**src/rtl/ycbcr_da_pkg.sv**
```systemverilog
// Shared encodings and constants for the distributed-arithmetic YCbCr channel.
// Contents: mode encoding, FSM state encoding, Q16 coefficient and offset constants.
package ycbcr_da_pkg;

  // Channel selector; MODE_ZERO forces every coefficient and the offset to 0.
  typedef enum logic [1:0] {
    MODE_Y    = 2'd0,
    MODE_CB   = 2'd1,
    MODE_CR   = 2'd2,
    MODE_ZERO = 2'd3
  } mode_e;

  typedef enum logic [1:0] {
    IDLE  = 2'd0,
    CALC  = 2'd1,
    FINAL = 2'd2,
    DONE  = 2'd3
  } state_e;

  // Coefficients in signed fixed point with 16 fractional bits.
  localparam int signed Y_C0  = 19595;
  localparam int signed Y_C1  = 38470;
  localparam int signed Y_C2  = 7471;
  localparam int signed CB_C0 = -11056;
  localparam int signed CB_C1 = -21712;
  localparam int signed CB_C2 = 32768;
  localparam int signed CR_C0 = 32768;
  localparam int signed CR_C1 = -27440;
  localparam int signed CR_C2 = -5328;

  // Chroma offset in integer units; scaled up by SCALE where it is used.
  localparam int unsigned CHROMA_OFFSET = 128;

endpackage

```
**src/rtl/da_coef_lut.sv**
```systemverilog
// Combinational DA partial-sum table: entry[b2 b1 b0] = b0*c0 + b1*c1 + b2*c2.
// Ports: mode_i (coefficient set select), lut_o (8 entries), offset_o (Q.SCALE offset),
// all outputs sign-extended to ACC_WIDTH.
module da_coef_lut
  import ycbcr_da_pkg::*;
#(
  parameter int unsigned COEF_WIDTH = 18,
  parameter int unsigned ACC_WIDTH  = 32,
  parameter int unsigned SCALE      = 16
) (
  input  mode_e                        mode_i,
  output logic [7:0][ACC_WIDTH-1:0]    lut_o,
  output logic signed [ACC_WIDTH-1:0]  offset_o
);

  logic signed [COEF_WIDTH-1:0] c0, c1, c2;
  logic signed [ACC_WIDTH-1:0]  c0_x, c1_x, c2_x;
  logic                         chroma;

  // Coefficient set select.
  always_comb begin
    c0     = '0;
    c1     = '0;
    c2     = '0;
    chroma = 1'b0;
    case (mode_i)
      MODE_Y: begin
        c0 = COEF_WIDTH'(Y_C0);
        c1 = COEF_WIDTH'(Y_C1);
        c2 = COEF_WIDTH'(Y_C2);
      end
      MODE_CB: begin
        c0     = COEF_WIDTH'(CB_C0);
        c1     = COEF_WIDTH'(CB_C1);
        c2     = COEF_WIDTH'(CB_C2);
        chroma = 1'b1;
      end
      MODE_CR: begin
        c0     = COEF_WIDTH'(CR_C0);
        c1     = COEF_WIDTH'(CR_C1);
        c2     = COEF_WIDTH'(CR_C2);
        chroma = 1'b1;
      end
      default: ;
    endcase
  end

  // Sign-extend and build all eight partial sums.
  always_comb begin
    c0_x     = ACC_WIDTH'(c0);
    c1_x     = ACC_WIDTH'(c1);
    c2_x     = ACC_WIDTH'(c2);
    lut_o    = '0;
    offset_o = '0;
    for (int unsigned e = 0; e < 8; e++) begin
      lut_o[3'(e)] = (e[0] ? c0_x : '0) + (e[1] ? c1_x : '0) + (e[2] ? c2_x : '0);
    end
    if (chroma) offset_o = ACC_WIDTH'(CHROMA_OFFSET) << SCALE;
  end

endmodule

```
**src/rtl/ycbcr_da_channel.sv**
```systemverilog
// One RGB->YCbCr output channel computed bit-serially with a DA lookup table.
// Ports: clk/reset_n (sync active-low), in_valid/in_ready + x0..x2 + mode (input triplet),
// out_valid/out_ready + result (saturated channel value), acc_raw (pre-round debug), busy.
module ycbcr_da_channel
  import ycbcr_da_pkg::*;
#(
  parameter int unsigned INPUT_WIDTH = 8,
  parameter int unsigned COEF_WIDTH  = 18,
  parameter int unsigned SCALE       = 16,
  parameter int unsigned ACC_WIDTH   = 32,
  parameter int unsigned OUT_WIDTH   = 8
) (
  input  logic                   clk,
  input  logic                   reset_n,
  input  logic                   in_valid,
  output logic                   in_ready,
  input  logic [INPUT_WIDTH-1:0] x0,
  input  logic [INPUT_WIDTH-1:0] x1,
  input  logic [INPUT_WIDTH-1:0] x2,
  input  logic [1:0]             mode,
  output logic                   out_valid,
  input  logic                   out_ready,
  output logic [OUT_WIDTH-1:0]   result,
  output logic [ACC_WIDTH-1:0]   acc_raw,
  output logic                   busy
);

  localparam int unsigned CNT_W = (INPUT_WIDTH > 1) ? $clog2(INPUT_WIDTH) : 1;
  localparam logic signed [ACC_WIDTH-1:0] HALF = ACC_WIDTH'(1) << (SCALE - 1);
  localparam logic signed [ACC_WIDTH-1:0] MAXV = (ACC_WIDTH'(1) << OUT_WIDTH) - ACC_WIDTH'(1);

  state_e                       state_q, state_d;
  logic [INPUT_WIDTH-1:0]       x0_q, x0_d, x1_q, x1_d, x2_q, x2_d;
  mode_e                        mode_q, mode_d;
  logic signed [ACC_WIDTH-1:0]  acc_q, acc_d;
  logic [CNT_W-1:0]             bit_cnt_q, bit_cnt_d;
  logic [OUT_WIDTH-1:0]         result_q, result_d;
  logic [ACC_WIDTH-1:0]         acc_raw_q, acc_raw_d;
  logic                         out_valid_q, out_valid_d;

  logic [7:0][ACC_WIDTH-1:0]    lut;
  logic signed [ACC_WIDTH-1:0]  offset;
  logic signed [ACC_WIDTH-1:0]  t;
  logic signed [ACC_WIDTH-1:0]  rounded;

  // Table driven only by the captured mode so live port changes cannot disturb a run.
  da_coef_lut #(
    .COEF_WIDTH (COEF_WIDTH),
    .ACC_WIDTH  (ACC_WIDTH),
    .SCALE      (SCALE)
  ) u_lut (
    .mode_i   (mode_q),
    .lut_o    (lut),
    .offset_o (offset)
  );

  // State and datapath registers.
  always_ff @(posedge clk) begin
    if (!reset_n) begin
      state_q     <= IDLE;
      x0_q        <= '0;
      x1_q        <= '0;
      x2_q        <= '0;
      mode_q      <= MODE_Y;
      acc_q       <= '0;
      bit_cnt_q   <= '0;
      result_q    <= '0;
      acc_raw_q   <= '0;
      out_valid_q <= 1'b0;
    end else begin
      state_q     <= state_d;
      x0_q        <= x0_d;
      x1_q        <= x1_d;
      x2_q        <= x2_d;
      mode_q      <= mode_d;
      acc_q       <= acc_d;
      bit_cnt_q   <= bit_cnt_d;
      result_q    <= result_d;
      acc_raw_q   <= acc_raw_d;
      out_valid_q <= out_valid_d;
    end
  end

  // Next-state and datapath logic.
  always_comb begin
    state_d     = state_q;
    x0_d        = x0_q;
    x1_d        = x1_q;
    x2_d        = x2_q;
    mode_d      = mode_q;
    acc_d       = acc_q;
    bit_cnt_d   = bit_cnt_q;
    result_d    = result_q;
    acc_raw_d   = acc_raw_q;
    out_valid_d = out_valid_q;
    t           = acc_q + offset;
    rounded     = (t + HALF) >>> SCALE;

    case (state_q)
      IDLE: begin
        if (in_valid) begin
          x0_d      = x0;
          x1_d      = x1;
          x2_d      = x2;
          mode_d    = mode_e'(mode);
          acc_d     = '0;
          bit_cnt_d = CNT_W'(INPUT_WIDTH - 1);
          state_d   = CALC;
        end
      end
      CALC: begin
        // MSB-first: double the running sum, add the partial sum for this bit slice.
        acc_d = (acc_q <<< 1) + lut[{x2_q[bit_cnt_q], x1_q[bit_cnt_q], x0_q[bit_cnt_q]}];
        if (bit_cnt_q == '0) state_d = FINAL;
        else                 bit_cnt_d = bit_cnt_q - CNT_W'(1);
      end
      FINAL: begin
        acc_raw_d = t;
        if (rounded[ACC_WIDTH-1])  result_d = '0;
        else if (rounded > MAXV)   result_d = '1;
        else                       result_d = OUT_WIDTH'(rounded);
        out_valid_d = 1'b1;
        state_d     = DONE;
      end
      DONE: begin
        if (out_ready) begin
          out_valid_d = 1'b0;
          state_d     = IDLE;
        end
      end
      default: state_d = IDLE;
    endcase
  end

  assign in_ready  = (state_q == IDLE);
  assign busy      = (state_q != IDLE);
  assign out_valid = out_valid_q;
  assign result    = result_q;
  assign acc_raw   = acc_raw_q;

endmodule

```
**config.mk**
```make
export PLATFORM = sky130hd
export DESIGN_NAME = ycbcr_da_channel
export DESIGN_NICKNAME = d
export VERILOG_FILES = /design/src/rtl/ycbcr_da_pkg.sv /design/src/rtl/da_coef_lut.sv /design/src/rtl/ycbcr_da_channel.sv
export SDC_FILE = /design/constraint.sdc
export NUM_CORES = 1
export LEC_CHECK = 0
export CAP_MARGIN = 25
export CORE_ASPECT_RATIO = 0.6
export CORE_MARGIN = 2
export CORE_UTILIZATION = 50
export CTS_CLUSTER_SIZE = 14
export DETAILED_ROUTE_END_ITERATION = 12
export PLACE_DENSITY = 0.72
export SLEW_MARGIN = 20
export SYNTH_ARGS = -nofsm -noshare
export SYNTH_HDL_FRONTEND = slang
export SYNTH_SLANG_ARGS = --single-unit
```
**constraint.sdc**
```tcl
create_clock -name clk -period 6.5 [get_ports clk]
set_input_delay 1.3 -clock clk [delete_from_list [all_inputs] [get_ports clk]]
set_output_delay 1.3 -clock clk [all_outputs]
set_load 0.05 [all_outputs]
```
Word-level counts from Yosys, hierarchy flattened
Cells that the tools add are included.

Add/sub/neg operators: 8. Order comparisons: 3. Eq/ne operators: 9. Muxes and demuxes: 26. Reductions and logical operators: 12.

Operator list (number): 18-bit one-hot mux with 3 select lines (3); 32-bit binary-select mux with 3-bit select (1); 32-bit adder (2); 32-bit two-way mux (2); 32-bit one-hot mux with 2 select lines (1); 18-bit by 18-bit adder with 19-bit output (3); 32-bit by 17-bit adder with 32-bit output (second input constant) (1); 24-bit two-way mux (1); 19-bit by 18-bit adder with 20-bit output (1); 16-bit by 9-bit > comparator with 1-bit output (second input constant) (1); 8-bit two-way mux (2); 1-bit binary-select mux with 3-bit select (3); 3-bit by 4-bit less-than comparator with 1-bit output (second input constant) (2); 2-bit inequality test (second input constant) (4); 2-bit one-hot mux with 4 select lines (1); 2-bit equality test (second input constant) (3); 2-bit two-way mux (3); 3-bit two-way mux (2); 3-bit one-hot mux with 2 select lines (1); 2-bit AND reduction (3); 3-bit AND reduction (2); 2-bit nonzero test (3); 1-bit two-way mux (5); 2-bit by 1-bit equality test with 1-bit output (second input constant) (2); 5 further kinds (6).

Bits in registers: 104. Output and inout bits: 43.

Longest topological paths before layout
Gate-level depths: netlist of the first run.

Word-level depth: 9. Gate-level depth with buffers: 23.

By module
From an unflattened synthesis of the first run, not the netlist that was laid out.

Cell total of the unflattened synthesis: 1765. Area, all modules: 12249.2 um2.

Modules (own cells, without submodules): ycbcr_da_channel (instances 1, cells an instance 1433, area an instance 9695.5 um2, seq. area each 2082.0 um2); da_coef_lut (instances 1, cells an instance 332, area an instance 2553.7 um2, seq. area each 0.0 um2).

Least setup slack after synthesis of the first run
No wires, ideal clock.

Path kind: register to register. From: reg mode_q[0]. To: reg acc_q[28]. Library setup time: 0.120 ns. Arrival: 4.979 ns. Data required time: 6.380 ns. Path slack: 1.401 ns. Stages on the path, launching flop included: 24. Path buffers: 2. Clock period less this slack: 5.099 ns. Path through: dfxtp_1 inv_1 ha_1 clkbuf_1 inv_1 ha_1 clkbuf_1 nor2_1 ha_1 a41oi_1 o211ai_1 xnor2_1 nor3_1 a2111oi_0 a21oi_1 ha_1 a211oi_1 o21ai_0 o211ai_1 o21ai_0 a211oi_1 o21ai_0 mux2i_1 a211o_1.

Word-level cells in the longest chain between the ends: 8. Elaborated cells between the ends (all ways): 14. Classes of those cells: 5 x add/sub; 2 x eq/ne; 6 x mux; 1 x reduce/logical.

RTL lines: from (decl) (line ycbcr_da_channel.sv:34) `mode_e mode_q, mode_d;`; from (signal assigned) (line ycbcr_da_channel.sv:75) `mode_q <= mode_d;`; 2-bit equality test (tied with other cells) (line da_coef_lut.sv:26) `case (mode_i)`; 18-bit one-hot mux with 3 select lines (line da_coef_lut.sv:26); 18-bit by 18-bit adder with 19-bit output (line da_coef_lut.sv:56) `lut_o[3'(e)] = (e[0] ? c0_x : '0) + (e[1] ? c1_x : '0) + (e[2] ? c2_x : '0);`; 19-bit by 18-bit adder with 20-bit output (line da_coef_lut.sv:56); 32-bit binary-select mux with 3-bit select * (line ycbcr_da_channel.sv:113) `acc_d = (acc_q <<< 1) + lut[{x2_q[bit_cnt_q], x1_q[bit_cnt_q], x0_q[bit_cnt_q]}];`; 32-bit two-way mux (implied by the code) * (line ycbcr_da_channel.sv:113); 32-bit adder * (line ycbcr_da_channel.sv:113); 32-bit one-hot mux with 2 select lines * (line ycbcr_da_channel.sv:99) `case (state_q)`; to (signal assigned) (line ycbcr_da_channel.sv:65) `acc_q <= '0;`; to (signal assigned) (line ycbcr_da_channel.sv:76) `acc_q <= acc_d;`; to (decl) (line ycbcr_da_channel.sv:35) `logic signed [ACC_WIDTH-1:0] acc_q, acc_d;`.

Mark *: on every way between the ends. The rest lies on a longest branch, timed or not. The select of a mux whose other input is x is not followed. A chain may end at the register's enable or synchronous reset.

Worst setup path in the final report of the first run
Ends and elaborated chain as after synthesis.

==> summary.md, run 1 <==
| Metric | Value |
|---|---|
| Most used cell, CP | `ha_1` |
| Nets | `1,012` |
| WS Path Type | `reg -> reg` |
| Hold Vio Cnt, Final | `0` |
| CTS sink count | `104` |
| Primary FF master, synth | `dfxtp_1` |
| CP startpoint | `mode_q[0]$_SDFFE_PN0P_` |
| RSZ-0062 raised after global routing | `false` |
| Seq/Total Area, Yosys | `0.298` |
| Required time of the critical path | `6740 ps` |
| Ports | `73` |
| Vias post-DR | `6,601` |
| Async set-reset flop share out of synthesis | `0` |
| CTS tree | `done` |
| All-layer global routing usage | `0.254` |
| Yosys warns | `0` |
| I/O Buffers | `72` |
| DIE AREA | `0.0150 sq mm` |
| First-pass GRT wire length | `30.3 mm` |
| Syn Area/Cell | `7.92 sq um` |
| Final Util | `0.596` |
| Crit path DAT | `6060 ps` |
| DRT Pass-1 Iters | `5` |
| TritonCTS buffer count | `9` |
| DRC viols | `0` |
| Post-route antenna net violation count | `0` |
| Detail Placement HPWL | `13.6 mm` |
| Clock Latency Late Sink | `350 ps` |
| Final Skew | `15.8 ps` |
| Row count | `33` |
| Max stage delay cell, worst path | `a211oi_1` |
| Post-synthesis cell area | `0.00699 sq mm` |
| Netlist cell types | `68` |
| Iteration-0 DRC Markers | `638` |
| Post-Syn Nets | `968` |
| CP Capture Type | `flip-flop` |
| Max Buffers Root-to-Sink | `2` |
| Die X | `157 um` |
| Reg-to-reg endpoint | `acc_q[28]$_SDFFE_PN0P_` |
| Core area | `0.0137 sq mm` |
| Leak Pwr | `3.21 nW` |
| PwrDens | `415 mW/mm^2` |
| Via/cell ratio | `5.87` |
| Post-synth EDFFs | `0` |
| Initial antenna violation count | `0` |
| Crit path time final | `5830 ps` |
| # H-tree levels | `3` |
| Status | `complete, no violations` |
| Post-route clock period utilization | `0.896` |
| Hold_buf cts | `0` |
| Layout cells sized above 1 | `0.0483` |
| Placed cells | `1,108` |
| Root Driver | `clkbuf_16` |
| Worst Path Max Fanout | `10` |
| Worst setup SP type | `flip-flop` |
| R2R cell count | `21` |
| Setup violators final | `0` |
| Relative slew slack | `0.388` |
| Reg2reg setup slack | `670 ps` |
| Diodes inserted | `0` |
| Max Slew Vio Count | `0` |
| Worst R2R Start | `mode_q[0]$_SDFFE_PN0P_` |
| HP Class | `reg -> reg` |
| Max stage delay on crit path | `500 ps` |
| Post-Synthesis Cells | `883` |
| Fin Setup TNS | `0 ps` |
| Grt ovf | `0` |
| Synth Register Bits | `104` |
| Clock Pin Slew Worst Setup and Hold Paths | `80 ps` |
| Placer Congestion | `0.953` |
| Area Overhead vs Synth | `16.4%` |
| Non-filler cells, final | `1,124` |
| Worst-Margin Slew | `918 ps` |
| Pin count of the biggest net entering global routing | `82` |
| Die height | `95.6 um` |
| Total Wirelength | `18.4 mm` |
| Maxcap violations | `0` |
| Max Fclk | `172 MHz` |
| Worst Setup EP | `acc_q[28]$_SDFFE_PN0P_` |
| Worst path cell trace | `inv_1, ha_1, inv_1, ha_1, nor2_2, ha_1, a41oi_1, o211ai_1, xnor2_1, nor3_1, a2111oi_0, a21oi_1, ha_1, a211oi_1, o21ai_0, o211ai_1, o21ai_0, a211oi_1, o21ai_0, mux2i_1, a211o_1` |
| Vias in the first global route | `5,847` |
| Initial Util | `0.512` |
| Drt wl/cell | `16.4 um` |
| Peak VDD IR | `0.403 mV` |
-- cells in the mapped netlist, drive strengths merged (4+ instances only) --
master / number / area, sq um
xnor2: 25 / 219
nor3: 11 / 55.1
and2: 5 / 31.3
a21oi: 74 / 378
nand3: 20 / 100
o21bai: 5 / 37.5
a21o: 15 / 113
xor2: 22 / 193
o22ai: 7 / 43.8
a211oi: 17 / 128
inv: 31 / 116
buf: 4 / 23.8
nor2b: 5 / 31.3
o31ai: 5 / 37.5
o21a: 4 / 30.0
mux2: 4 / 52.6
mux2i: 34 / 344
dfxtp: 104 / 2080
nor2: 92 / 348
nand4: 8 / 50.1
mux4: 6 / 143
a22o: 8 / 70.1
o21ai: 52 / 260
nand2b: 4 / 25.0
nand2: 131 / 492
a32oi: 4 / 35.0
a32o: 4 / 40.0
or3: 9 / 56.3
a31oi: 6 / 37.5
o211ai: 10 / 75.1
a22oi: 11 / 82.6
a21boi: 5 / 37.5
and3: 7 / 43.8
clkbuf: 42 / 158
ha: 54 / 676
-- layout make-up --
class,count,area [sq um]
Inverter,31,116
Multi-Input combinational cell,702,4620
Tap cell,192,240
Clock inverter,6,65.1
Clock buffer,10,239
Sequential cell,104,2080
Fill cell,1261,5530
Timing Repair Buffer,79,773
-- per-layer routing --
layer / track usage / routed length, um / vias to the layer above
li1: - / - / 3250
met1: 0.407 / 9650 / 3036
met2: 0.333 / 6790 / 295
met3: 0.0595 / 1760 / 20
met4: 0.0497 / 199 / 0
met5: 0 / 0 / -
-- registers in the layout (all words and copies together), names as in the netlist --
| name | count |
|---|---|
| acc_q | 32 |
| acc_raw | 32 |
| bit_cnt_q | 3 |
| mode_q | 2 |
| out_valid | 1 |
| result | 8 |
| state_q | 2 |
| x0_q | 8 |
| x1_q | 8 |
| x2_q | 8 |
-- report_power, final --
part | internal, W | total (W) | switching (W)
clock | 0.000284 | 0.000556 | 0.000272
combinational | 0.000724 | 0.00198 | 0.00125
sequential | 0.000741 | 0.000847 | 0.000106
total | 0.00175 | 0.00338 | 0.00163
-- timing repair --
action / 4_1_cts / 5_1_grt
setup endpoints to repair: 0 / 2
gates resized for setup: 0 / 1
setup buffers: 0 / 0
hold endpoints to repair: 0 / 0
-- per-stage QoR --
| step | area [sq um] | total power [W] | hold WS (ps) | worst slack, ps |
|---|---|---|---|---|
| after floorplan | 6990 | 0.00232 | 432 | 1400 |
| after global placement | 7830 | 0.00279 | 439 | 826 |
| after detailed placement | 7830 | 0.00279 | 447 | 548 |
| after CTS | 8140 | 0.00335 | 458 | 515 |
| after global routing | 8140 | 0.00363 | 476 | 176 |
| final | 8140 | 0.00338 | 456 | 673 |
-- layout by cell type (no fill, tap or decap), types with 7 or more instances in the layout --
master	count
and3_1	7
nand2_1	131
clkbuf_16	9
o21ai_0	49
o22ai_1	7
inv_1	29
ha_1	53
clkdlybuf4s50_1	72
a22o_1	8
xnor2_1	25
a211oi_1	17
nor3_1	11
nand4_1	8
mux2i_1	32
buf_4	7
dfxtp_1	104
nand3_1	20
a22oi_1	11
xor2_1	22
or3_1	9
o211ai_1	10
a21oi_1	72
a21o_1	15
nor2_1	90
-- worst max-delay path, delay by kind of cell (launching register included) --
kind | cells | cell delay [ps]
compound gates | 11 | 2580
fa+ha+maj | 4 | 1510
simple gates | 2 | 550
flops | 1 | 370
buf+inv | 2 | 350
mux | 1 | 180
xor+xnor | 1 | 170
-- worst min-delay path by stage --
stage / start / end / slack, ps / depth (start not counted)
after floorplan: x0_q[1]$_SDFFE_PN0P_ / x0_q[1]$_SDFFE_PN0P_ / 430 / 2
after global placement: x0_q[5]$_SDFFE_PN0P_ / x0_q[5]$_SDFFE_PN0P_ / 440 / 2
after detailed placement: x2_q[4]$_SDFFE_PN0P_ / x2_q[4]$_SDFFE_PN0P_ / 450 / 2
after CTS: x2_q[4]$_SDFFE_PN0P_ / x2_q[4]$_SDFFE_PN0P_ / 460 / 2
after global routing: x2_q[2]$_SDFFE_PN0P_ / x2_q[2]$_SDFFE_PN0P_ / 480 / 2
final: x2_q[3]$_SDFFE_PN0P_ / x2_q[3]$_SDFFE_PN0P_ / 460 / 2
-- logic make-up (layout without fill, tap and decap cells) --
family / after synthesis / count (layout) / synth area share
adders and majority gates: 55 / 55 / 0.0995
buffers and inverters: 77 / 126 / 0.0426
and+or+nand+nor: 303 / 303 / 0.188
muxes: 44 / 44 / 0.0771
AOI/OAI and AO/OA: 253 / 253 / 0.237
xor gates and xnor gates: 47 / 47 / 0.0589
DFF: 104 / 104 / 0.298
Note: power is estimated with default switching activity, not from simulation.
==> run 2: changes to the inputs <==
--- a/config.mk
+++ b/config.mk
@@ -5,6 +5,7 @@
 export SDC_FILE = /design/constraint.sdc
 export NUM_CORES = 1
 export LEC_CHECK = 0
+export ABC_CLOCK_PERIOD_IN_PS = 6500
 export CAP_MARGIN = 25
 export CORE_ASPECT_RATIO = 0.6
 export CORE_MARGIN = 2
==> results of run 2 <==
Same layout as run 1: the final DEF is identical, and so are final timing and power.
